**src/rtl/mem_ctrl.sv**
```systemverilog
// Shares one byte-wide RAM port between instruction fetch and the MEM stage.
// Each 8/16/32-bit access is sequenced as byte transactions; reads are assembled little-endian.
module mem_ctrl #(
  parameter int ADDR_W = 32
) (
  input  logic              clk,
  input  logic              rst,
  input  logic              if_req,
  input  logic [31:0]       if_addr,
  input  logic              flush,
  output logic [31:0]       if_rdata,
  output logic              if_done,
  input  logic              mem_req,
  input  logic              mem_we,
  input  logic [1:0]        mem_len,
  input  logic [31:0]       mem_addr,
  input  logic [31:0]       mem_wdata,
  output logic [31:0]       mem_rdata,
  output logic              mem_done,
  output logic [ADDR_W-1:0] ram_addr,
  output logic [7:0]        ram_dout,
  output logic              ram_wr,
  input  logic [7:0]        ram_din
);

  typedef enum logic [1:0] {IDLE, READ, WRITE, DONE} state_t;

  state_t            state_q, state_d;
  logic [31:0]       base_q, base_d;
  logic [2:0]        n_q, n_d;
  logic [2:0]        cnt_q, cnt_d;
  logic              owner_q, owner_d;  // 1 = MEM stage, 0 = fetch
  logic [31:0]       wdata_q, wdata_d;
  logic [31:0]       buf_q, buf_d;
  logic [ADDR_W-1:0] ram_addr_q, ram_addr_d;
  logic [7:0]        ram_dout_q, ram_dout_d;
  logic              ram_wr_q, ram_wr_d;
  logic [31:0]       if_rdata_q, if_rdata_d;
  logic              if_done_q, if_done_d;
  logic [31:0]       mem_rdata_q, mem_rdata_d;
  logic              mem_done_q, mem_done_d;

  logic [31:0]       byte_addr;
  logic [1:0]        rd_idx;

  assign byte_addr = base_q + {29'd0, cnt_q};
  // cnt_q runs 1..N; the byte arriving now belongs to the previous address
  assign rd_idx    = cnt_q[1:0] - 2'd1;

  always_comb begin
    state_d     = state_q;
    base_d      = base_q;
    n_d         = n_q;
    cnt_d       = cnt_q;
    owner_d     = owner_q;
    wdata_d     = wdata_q;
    buf_d       = buf_q;
    ram_addr_d  = ram_addr_q;
    ram_dout_d  = ram_dout_q;
    ram_wr_d    = 1'b0;
    if_rdata_d  = if_rdata_q;
    if_done_d   = 1'b0;
    mem_rdata_d = mem_rdata_q;
    mem_done_d  = 1'b0;

    case (state_q)
      IDLE: begin
        if (mem_req) begin
          base_d     = mem_addr;
          owner_d    = 1'b1;
          wdata_d    = mem_wdata;
          buf_d      = 32'd0;
          cnt_d      = 3'd1;
          ram_addr_d = mem_addr[ADDR_W-1:0];
          case (mem_len)
            2'b00:   n_d = 3'd1;
            2'b01:   n_d = 3'd2;
            default: n_d = 3'd4;
          endcase
          if (mem_we) begin
            state_d    = WRITE;
            ram_dout_d = mem_wdata[7:0];
            ram_wr_d   = 1'b1;
          end else begin
            state_d = READ;
          end
        end else if (if_req) begin
          base_d     = if_addr;
          owner_d    = 1'b0;
          n_d        = 3'd4;
          buf_d      = 32'd0;
          cnt_d      = 3'd1;
          ram_addr_d = if_addr[ADDR_W-1:0];
          state_d    = READ;
        end
      end

      READ: begin
        if (flush && !owner_q) begin
          state_d = IDLE;
        end else begin
          buf_d[{rd_idx, 3'b000} +: 8] = ram_din;
          if (cnt_q == n_q) begin
            state_d = DONE;
            if (owner_q) begin
              mem_rdata_d = buf_d;
              mem_done_d  = 1'b1;
            end else begin
              if_rdata_d = buf_d;
              if_done_d  = 1'b1;
            end
          end else begin
            ram_addr_d = byte_addr[ADDR_W-1:0];
            cnt_d      = cnt_q + 3'd1;
          end
        end
      end

      WRITE: begin
        if (cnt_q == n_q) begin
          state_d    = DONE;
          mem_done_d = 1'b1;
        end else begin
          ram_addr_d = byte_addr[ADDR_W-1:0];
          ram_dout_d = wdata_q[{cnt_q[1:0], 3'b000} +: 8];
          ram_wr_d   = 1'b1;
          cnt_d      = cnt_q + 3'd1;
        end
      end

      default: state_d = IDLE;
    endcase
  end

  always_ff @(posedge clk) begin
    if (rst) begin
      state_q     <= IDLE;
      base_q      <= 32'd0;
      n_q         <= 3'd0;
      cnt_q       <= 3'd0;
      owner_q     <= 1'b0;
      wdata_q     <= 32'd0;
      buf_q       <= 32'd0;
      ram_addr_q  <= '0;
      ram_dout_q  <= 8'd0;
      ram_wr_q    <= 1'b0;
      if_rdata_q  <= 32'd0;
      if_done_q   <= 1'b0;
      mem_rdata_q <= 32'd0;
      mem_done_q  <= 1'b0;
    end else begin
      state_q     <= state_d;
      base_q      <= base_d;
      n_q         <= n_d;
      cnt_q       <= cnt_d;
      owner_q     <= owner_d;
      wdata_q     <= wdata_d;
      buf_q       <= buf_d;
      ram_addr_q  <= ram_addr_d;
      ram_dout_q  <= ram_dout_d;
      ram_wr_q    <= ram_wr_d;
      if_rdata_q  <= if_rdata_d;
      if_done_q   <= if_done_d;
      mem_rdata_q <= mem_rdata_d;
      mem_done_q  <= mem_done_d;
    end
  end

  assign ram_addr  = ram_addr_q;
  assign ram_dout  = ram_dout_q;
  assign ram_wr    = ram_wr_q;
  assign if_rdata  = if_rdata_q;
  assign if_done   = if_done_q;
  assign mem_rdata = mem_rdata_q;
  assign mem_done  = mem_done_q;

endmodule

```
**config.mk**
```make
export PLATFORM = sky130hd
export DESIGN_NAME = mem_ctrl
export DESIGN_NICKNAME = d
export VERILOG_FILES = /design/src/rtl/mem_ctrl.sv
export SDC_FILE = /design/constraint.sdc
export NUM_CORES = 1
export LEC_CHECK = 0
export ABC_AREA = 0
export CORE_UTILIZATION = 45
export DETAILED_ROUTE_END_ITERATION = 8
export PLACE_DENSITY = 0.73
export SLEW_MARGIN = 40
export SYNTH_ARGS = -nofsm -noshare
export SYNTH_HDL_FRONTEND = slang
export SYNTH_SLANG_ARGS = --single-unit
export TNS_END_PERCENT = 20
```
**constraint.sdc**
```tcl
create_clock -name clk -period 2.85 [get_ports clk]
set_input_delay 0.855 -clock clk [delete_from_list [all_inputs] [get_ports clk]]
set_output_delay 0.855 -clock clk [all_outputs]
set_load 0.05 [all_outputs]
```
Word-level counts from Yosys, hierarchy flattened
Index checks and enable logic that the tools add are counted.
- shift-type cells: 3
- eq/ne operators: 9
- bitwise gates (word level): 4
- multiply operators: 0
- reduce and logical (&&, ||, !) cells: 16
- divide/modulo/power cells: 0
- add/sub/neg operators: 4
- muxes and demuxes: 40
- $lt $le $gt $ge: 0
- operators with widths (operator ; number):
    $mux W32 ; 7
    $pmux W32 S3 ; 1
    $pmux W32 S2 ; 1
    $add A32 B3 Y32 ; 1
    $bwmux W32 ; 1
    $shift A8 B7 Y32 const A ; 1
    $shiftx A32 B6 Y8 ; 1
    $shiftx A8 B7 Y32 ; 1
    $mux W8 ; 3
    $mux W3 ; 6
    $pmux W8 S2 ; 1
    $reduce_and A4 Y1 ; 3
    $mux W1 ; 10
    $mux W2 ; 5
    $pmux W3 S3 ; 1
    $ne A2 B2 Y1 const B ; 4
    $neg A5 Y7 ; 1
    $pmux W2 S3 ; 1
    $pmux W3 S2 ; 1
    $reduce_and A3 Y1 ; 2
    $reduce_bool A2 Y1 ; 3
    $eq A2 B1 Y1 const B ; 2
    $logic_not A2 Y1 ; 2
    $not A1 Y1 ; 4
    11 further kinds ; 13
- input bits: 112
- bits in latches: 0
- bits in registers: 212
- bits in writable memories: 0
- memories: 0
- output and inout bits: 107
- ROM bits: 0
- word-level logic and storage cells: 90

Longest topological paths before layout
Gate-level depths: netlist of the first run.
- word-level depth: 6
- gate-level depth with buffers: 9
- depth with buffers taken out: 7

Worst setup path before layout of the first run
Ideal clock, no wire load.
- path kind: reg2reg
- from: register cnt_q[0]
- to: register ram_addr_q[14] (netlist: ram_addr[14])
- path buffers: 1
- period minus slack after synthesis: 2340 ps
- library setup time: 117 ps
- setup slack: 510 ps
- required time: 2733 ps
- stages on the path, launching flop included: 9
- arrival: 2223 ps
- path through: dfxtp_1 ha_1 fa_1 a21oi_1 buf_1 nor3_1 nor4b_1 nand3b_1 a32o_1
- word-level cells in the longest chain between the ends: 4
- elaborated cells between the ends (all ways): 5
- classes of those cells: add/sub: 1; eq/ne: 1; mux: 3
- ends and longest elaborated chain (element ; line ; text):
    from (decl) ; 31 ; logic [2:0] cnt_q, cnt_d;
    from (signal assigned) ; 155 ; cnt_q <= cnt_d;
    $add A32 B3 Y32 or $eq A3 B3 Y1 (tied branches) ; 46, 103, 120 ;
    $mux W32 (*) ; 103, 120 ;
    $mux W32 ; 99 ; if (flush && !owner_q) begin
    $pmux W32 S3 (*) ; 66 ; case (state_q)
    to (signal assigned) ; 159 ; ram_addr_q <= ram_addr_d;
    to (decl) ; 35 ; logic [ADDR_W-1:0] ram_addr_q, ram_addr_d;
Every way passes the cells marked *; elsewhere a longest branch is shown, timed or not. The select of a mux whose other input is x is not followed.
A chain may end at the register's enable or synchronous reset.

Worst setup path after layout of the first run
- from: register ram_addr_q[16] (netlist: ram_addr[16])
- to: output port ram_addr[16]
- RTL lines (element ; line ; text):
    to (decl) ; 20 ; output logic [ADDR_W-1:0] ram_addr,
No word-level cell between the ends.

==> results of run 1 <==
-- final timing paths --
| kind | from | endpoint |
|---|---|---|
| hold reg to reg | ram_addr[1] | ram_addr[1] |
| hold / removal | ram_addr[1] | ram_addr[1] |
| setup / recovery | ram_addr[16] | ram_addr[16] |
| setup reg to reg | cnt_q[1] | if_rdata[24] |
-- state kept, by name, indices dropped and copies added (netlist names) --
signal	cells
if_done	1
wdata_q	32
base_q	32
buf_q	32
owner_q	1
cnt_q	3
mem_done	1
mem_rdata	32
state_q	2
n_q	3
ram_wr	1
ram_addr	32
if_rdata	32
ram_dout	8
-- per-stage QoR --
stage	utilization, %	hold slack, ns	total power, mW	cell area [um^2]	setup slack, ns
detailed placement	58.7	0.448	9.23	12000	0.192
floorplan	-	0.433	7.45	9540	0.510
global route	62.1	0.465	12.6	12700	0.248
finish	62.1	0.452	11.9	12700	0.274
global placement	58.7	0.441	9.15	12000	0.274
CTS	62.0	0.455	12.0	12700	0.248
-- area by class of cell --
type | instances | area, um^2
Clock buffer | 30 | 632
Clock inverter | 6 | 48.8
Fill cell | 1811 | 7760
Inverter | 11 | 41.3
Multi-Input combinational cell | 806 | 4910
Sequential cell | 212 | 4240
Tap cell | 270 | 338
Timing Repair Buffer | 255 | 2520
-- per-layer routing --
metal,global-route usage [%],wire [um],part of all wire [%]
met3,4.48,1700,6.6
met2,39.0,11900,46
met5,0,0,0
met1,31.6,11600,45
met4,6.19,504,2.0
-- cells in the mapped netlist (2+ instances only) --
library cell / number
o211ai_1: 5
o31ai_1: 6
a32o_1: 4
a211oi_1: 99
mux4_2: 8
mux2_2: 11
a21oi_1: 129
mux2i_1: 41
xnor2_1: 17
a21o_1: 2
nand3_1: 23
xor2_1: 6
dfxtp_1: 212
a22oi_1: 2
or4_1: 4
ha_1: 13
inv_1: 11
nor4_1: 7
nor4bb_1: 2
nor4_4: 2
and4_1: 4
o21ai_1: 3
or2_2: 2
nor4b_2: 2
and3_1: 2
clkbuf_1: 67
nor4_2: 6
o21ai_0: 12
nand4_1: 11
a32o_2: 2
and2_1: 5
nor2_1: 191
o221ai_1: 7
nand2_1: 109
nor2b_1: 33
nand3b_1: 3
buf_2: 9
o22ai_1: 2
buf_1: 8
nor3_1: 14
-- cell families (layout without fill, tap and decap cells) --
family | Yosys count | after routing | synth area share [%]
and+or+nand+nor | 426 | 426 | 21.0
AOI/OAI and AO/OA | 283 | 283 | 18.8
DFF | 212 | 212 | 44.5
buffers and inverters | 98 | 302 | 4.18
muxes | 60 | 60 | 7.49
xor gates and xnor gates | 23 | 23 | 2.11
adders and majority gates | 14 | 14 | 1.91
-- power by group --
group	internal (mW)	switching (mW)	total, mW	leakage (nW)
logic	1.89	3.33	5.22	2.55
registers	3.54	0.438	3.98	1.73
clock network	1.56	1.18	2.74	0.339
total	6.99	4.95	11.9	4.62
==> results.py, run 1 <==
metrics = {
    "status": {
        "run_status": "complete, no violations",
    },
    "worst_setup_path": {
        "start_kind": "flop",
        "crit_family": "buffers and inverters",
        "max_stage_delay_ns": 0.84,
        "slowest_stage": "clkdlybuf4s50_1",
        "reg2reg_depth": 5,
        "crit_buf_inv": 1,
        "path_class": "flop to output port",
        "critical_path_required_ns": 2.00,
        "path_max_fanout": 2,
        "critPathCaptureType": "output port",
        "path_depth": 1,
        "r2r_setup_slack_ns": 0.50,
        "cp.arrival_ns": 1.72,
        "cp_cell_sequence": "clkdlybuf4s50_1",
    },
    "power": {
        "vdd_ir_drop_max_v": 0.000444,
        "p_leak_nw": 4.62,
        "p_per_area_nw_per_um2": 938,
    },
    "yosys": {
        "synthArstFlopShare_pct": 0,
        "synth_nets": 1242,
        "ys_ff_latch": 212,
        "avgSynthCellArea_um2": 8.55,
        "yosysTopAreaCell": "dfxtp_1",
        "synth_area_leaders": "dfxtp_1, a211oi_1, nor2_1",
        "ys_warn_count": 0,
        "postSynthCellCount": 1116,
        "ys_seq_area_share_pct": 44.5,
        "synth_area_um2": 9540,
        "yosysTopAreaCellShare_pct": 44.5,
        "synth_cell_types": 60,
        "synth_edf_count": 0,
        "ys.flop_type": "dfxtp_1",
    },
    "sta": {
        "clock.fmax_ghz": 0.388,
        "finalSetupViolations": 0,
        "slew-limit-headroom_pct": 52.7,
        "rsz0062_at_grt": "no",
        "slew_violations": 0,
        "finalHoldViolations": 0,
        "worst_pin_slew_ns": 0.707,
        "fin_setup_tns_ns": 0,
        "skew_ns": 0.0103,
        "layout_min_cycle_time_ns": 2.58,
        "post-route-period-util_pct": 90.4,
    },
    "clock_network": {
        "cts_tree": "built",
        "clk_pin_slew_worst_paths_ns": 0.06,
        "ctsHoldBuffers": 0,
        "post_cts_buffers": 0,
        "insertion_delay_ns": 0.52,
        "cts_sinks": 212,
        "clock_path_buffers": 3,
        "cts_made_buffers": 23,
        "htreeDepth": 1,
        "root_buffer": "clkbuf_16",
        "cts-resized-gates": 0,
    },
    "detailed_routing": {
        "num_vias": 8669,
        "drcViolationCount": 0,
        "routedWlPerCell_um": 16.2,
        "dr.pass1.iters": 5,
        "via_per_inst": 5.45,
        "postRouteAntennaNets": 0,
        "wl_um": 25800,
        "drt_iter0_drc": 486,
    },
    "floorplan": {
        "fp.dieW_um": 148,
        "dieArea_um2": 21800,
        "core_um2": 20500,
        "die_h_um": 148,
        "start_util_pct": 46.6,
        "rows": 52,
        "ioPinCount": 219,
    },
    "final_layout": {
        "insertedDiodeCount": 0,
        "final_cell_mix": "clkdlybuf4s50_1, dfxtp_1, nor2_1",
        "area_growth_pct": 33.5,
        "nNetsFinal": 1435,
        "drive_gt1_share_pct": 8.56,
        "layout_commonest_cell": "clkdlybuf4s50_1",
        "instances_no_fill": 1590,
    },
    "place": {
        "placedCellCount": 1553,
        "portBuffers": 218,
        "gp_congestion": 0.845,
        "dp_hpwl_um": 18000,
    },
    "min_path": {
        "hold_depth": 2,
        "min-delay-path-class": "flop to flop",
    },
    "global_route": {
        "antenna_found_initial": 0,
        "grt_max_degree": 81,
        "grt_pass1_vias": 8219,
        "grt_pass1_wl_um": 42200,
        "gr-usage-all-layers_pct": 23.6,
        "grt-ovfl-total": 0,
    },
    "run": {
        "timing.max_cap.violations": 0,
    },
}
No activity file was read; power rests on OpenSTA's default activity.
==> run 2, diff against run 1 <==
- CELL_PAD_IN_SITES_DETAIL_PLACEMENT: unset -> 0
- CELL_PAD_IN_SITES_GLOBAL_PLACEMENT: unset -> 1
- CORE_UTILIZATION: 45 -> 37
- PLACE_DENSITY: 0.73 -> unset
- PLACE_DENSITY_LB_ADDON: unset -> 0.1
==> results.py, run 2 (synthesis gave the netlist of run 1 again) <==
metrics = {
    "worst_setup_path": {
        "crit_family": "buffers and inverters",
        "reg2reg_depth": 7,
        "path_depth": 1,
        "cp.arrival_ns": 1.73,
        "slowest_stage": "clkdlybuf4s50_1",
        "cp_cell_sequence": "clkdlybuf4s50_1",
        "path_class": "flop to output port",
        "critPathCaptureType": "output port",
        "start_kind": "flop",
        "crit_buf_inv": 1,
        "max_stage_delay_ns": 0.84,
        "critical_path_required_ns": 2.00,
        "path_max_fanout": 3,
    },
    "sta": {
        "finalHoldViolations": 0,
        "layout_min_cycle_time_ns": 2.58,
        "slew-limit-headroom_pct": 50.3,
        "worst_pin_slew_ns": 0.744,
        "finalSetupViolations": 0,
        "rsz0062_at_grt": "no",
        "fin_setup_tns_ns": 0,
        "slew_violations": 0,
        "skew_ns": 0.0139,
        "clock.fmax_ghz": 0.387,
        "post-route-period-util_pct": 90.7,
    },
    "global_route": {
        "grt_pass1_vias": 8221,
        "grt-ovfl-total": 0,
        "grt_pass1_wl_um": 44200,
        "gr-usage-all-layers_pct": 20.9,
        "grt_max_degree": 74,
        "antenna_found_initial": 1,
    },
    "power": {
        "vdd_ir_drop_max_v": 0.000590,
        "p_seq_share_pct": 31.9,
        "p_clk_share_pct": 26.3,
        "p_per_area_nw_per_um2": 960,
        "p_int_mw": 7.39,
        "p_switching_mw": 5.11,
        "p_leak_nw": 4.73,
        "switching_share_pct": 40.9,
        "power_mw": 12.5,
        "power_frac_comb_pct": 41.8,
    },
    "place": {
        "portBuffers": 218,
        "gp_congestion": 0.771,
        "dp_hpwl_um": 19400,
    },
    "detailed_routing": {
        "via_per_inst": 5.18,
        "routedWlPerCell_um": 16.7,
        "postRouteAntennaNets": 0,
        "routed.top_layer": "met4",
        "drcViolationCount": 0,
        "dr.pass1.iters": 5,
        "wl_um": 27800,
        "wl_met2_um": 12500,
        "num_vias": 8625,
        "met3RoutedLength_um": 1650,
        "drt_iter0_drc": 548,
        "wl_met1_um": 13200,
    },
    "run": {
        "timing.max_cap.violations": 0,
    },
    "clock_network": {
        "clk_pin_slew_worst_paths_ns": 0.06,
        "htreeDepth": 1,
        "ctsHoldBuffers": 0,
        "cts_sinks": 212,
        "root_buffer": "clkbuf_16",
        "clock_path_buffers": 3,
        "insertion_delay_ns": 0.52,
        "cts_made_buffers": 26,
        "post_cts_buffers": 0,
        "cts-resized-gates": 0,
        "cts_tree": "built",
    },
    "final_layout": {
        "fin_util_pct": 51.5,
        "nNetsFinal": 1440,
        "area_growth_pct": 36.4,
        "drive_gt1_share_pct": 9.60,
        "layout_commonest_cell": "clkdlybuf4s50_1",
        "final_cell_mix": "clkdlybuf4s50_1, dfxtp_1, nor2_1",
    },
    "floorplan": {
        "core_um2": 25300,
        "dieArea_um2": 26400,
        "start_util_pct": 37.8,
        "die_h_um": 163,
        "rows": 58,
        "fp.dieW_um": 163,
        "ioPinCount": 219,
    },
    "min_path": {
        "min-delay-path-class": "flop to flop",
        "hold_depth": 2,
    },
    "status": {
        "run_status": "complete, no violations",
    },
}
run 2: layer usage:
| metal | vias to the layer above | track usage (%) |
|---|---|---|
| met5 | - | 0 |
| met4 | 0 | 4.72 |
| met3 | 29 | 4.05 |
| met2 | 204 | 34.2 |
| met1 | 4033 | 28.3 |
| li1 | 4359 | - |
run 2: final timing paths:
path	startpoint	end	slack [ns]
min reg2reg	ram_addr[7]	ram_addr[7]	0.45
max	ram_addr[23]	ram_addr[23]	0.27
min	ram_addr[7]	ram_addr[7]	0.45
max reg2reg	cnt_q[0]	ram_addr[14]	0.47
run 2: final cells by class:
cell class                 instances  area (um^2)
antenna                            1         2.50
clock buffer                      36          769
clock inverter                    12          103
fill                            2433        12200
inverter                          11         41.3
multi-input combinational        806         4910
sequential                       212         4240
tap                              330          413
timing repair buffer             257         2530
run 2: power groups by stage:
stage,Combinational (mW),Sequential [mW],Clock (mW)
2_1_floorplan,2.43,5.02,0
3_3_place_gp,5.21,4.04,0
3_5_place_dp,5.26,4.04,0
4_1_cts,5.27,3.98,3.35
5_1_grt,5.67,4.06,3.48
6_report,5.23,3.98,3.29
run 2: per-stage QoR:
step | hold WS (ns) | cells | cell area, um^2 | setup slack (ns)
after global routing | 0.462 | 1664 | 13000 | 0.224
final | 0.451 | 1665 | 13000 | 0.266
after global placement | 0.439 | 1616 | 12100 | 0.248
after floorplan | 0.433 | 1116 | 9540 | 0.510
after CTS | 0.454 | 1664 | 13000 | 0.252
after detailed placement | 0.446 | 1616 | 12100 | 0.179
==> run 3, diff against run 2 <==
--- a/config.mk
+++ b/config.mk
@@ -12,2 +12,3 @@
 export DETAILED_ROUTE_END_ITERATION = 8
+export HOLD_SLACK_MARGIN = 0.1
 export PLACE_DENSITY_LB_ADDON = 0.1
--- a/constraint.sdc
+++ b/constraint.sdc
@@ -3,2 +3,2 @@
 set_output_delay 0.855 -clock clk [all_outputs]
-set_load 0.05 [all_outputs]
+set_load 0.005 [all_outputs]
==> results of run 3 <==
The final DEF is identical to that of run 2. Status: complete, no violations.
Main changes from that run: setup slack after layout 0.266 ns -> 0.466 ns; start point of the critical path ram_addr[23] -> cnt_q[0]; end point of the critical path ram_addr[23] -> ram_addr[14]; total power 12.5 mW -> 11.4 mW
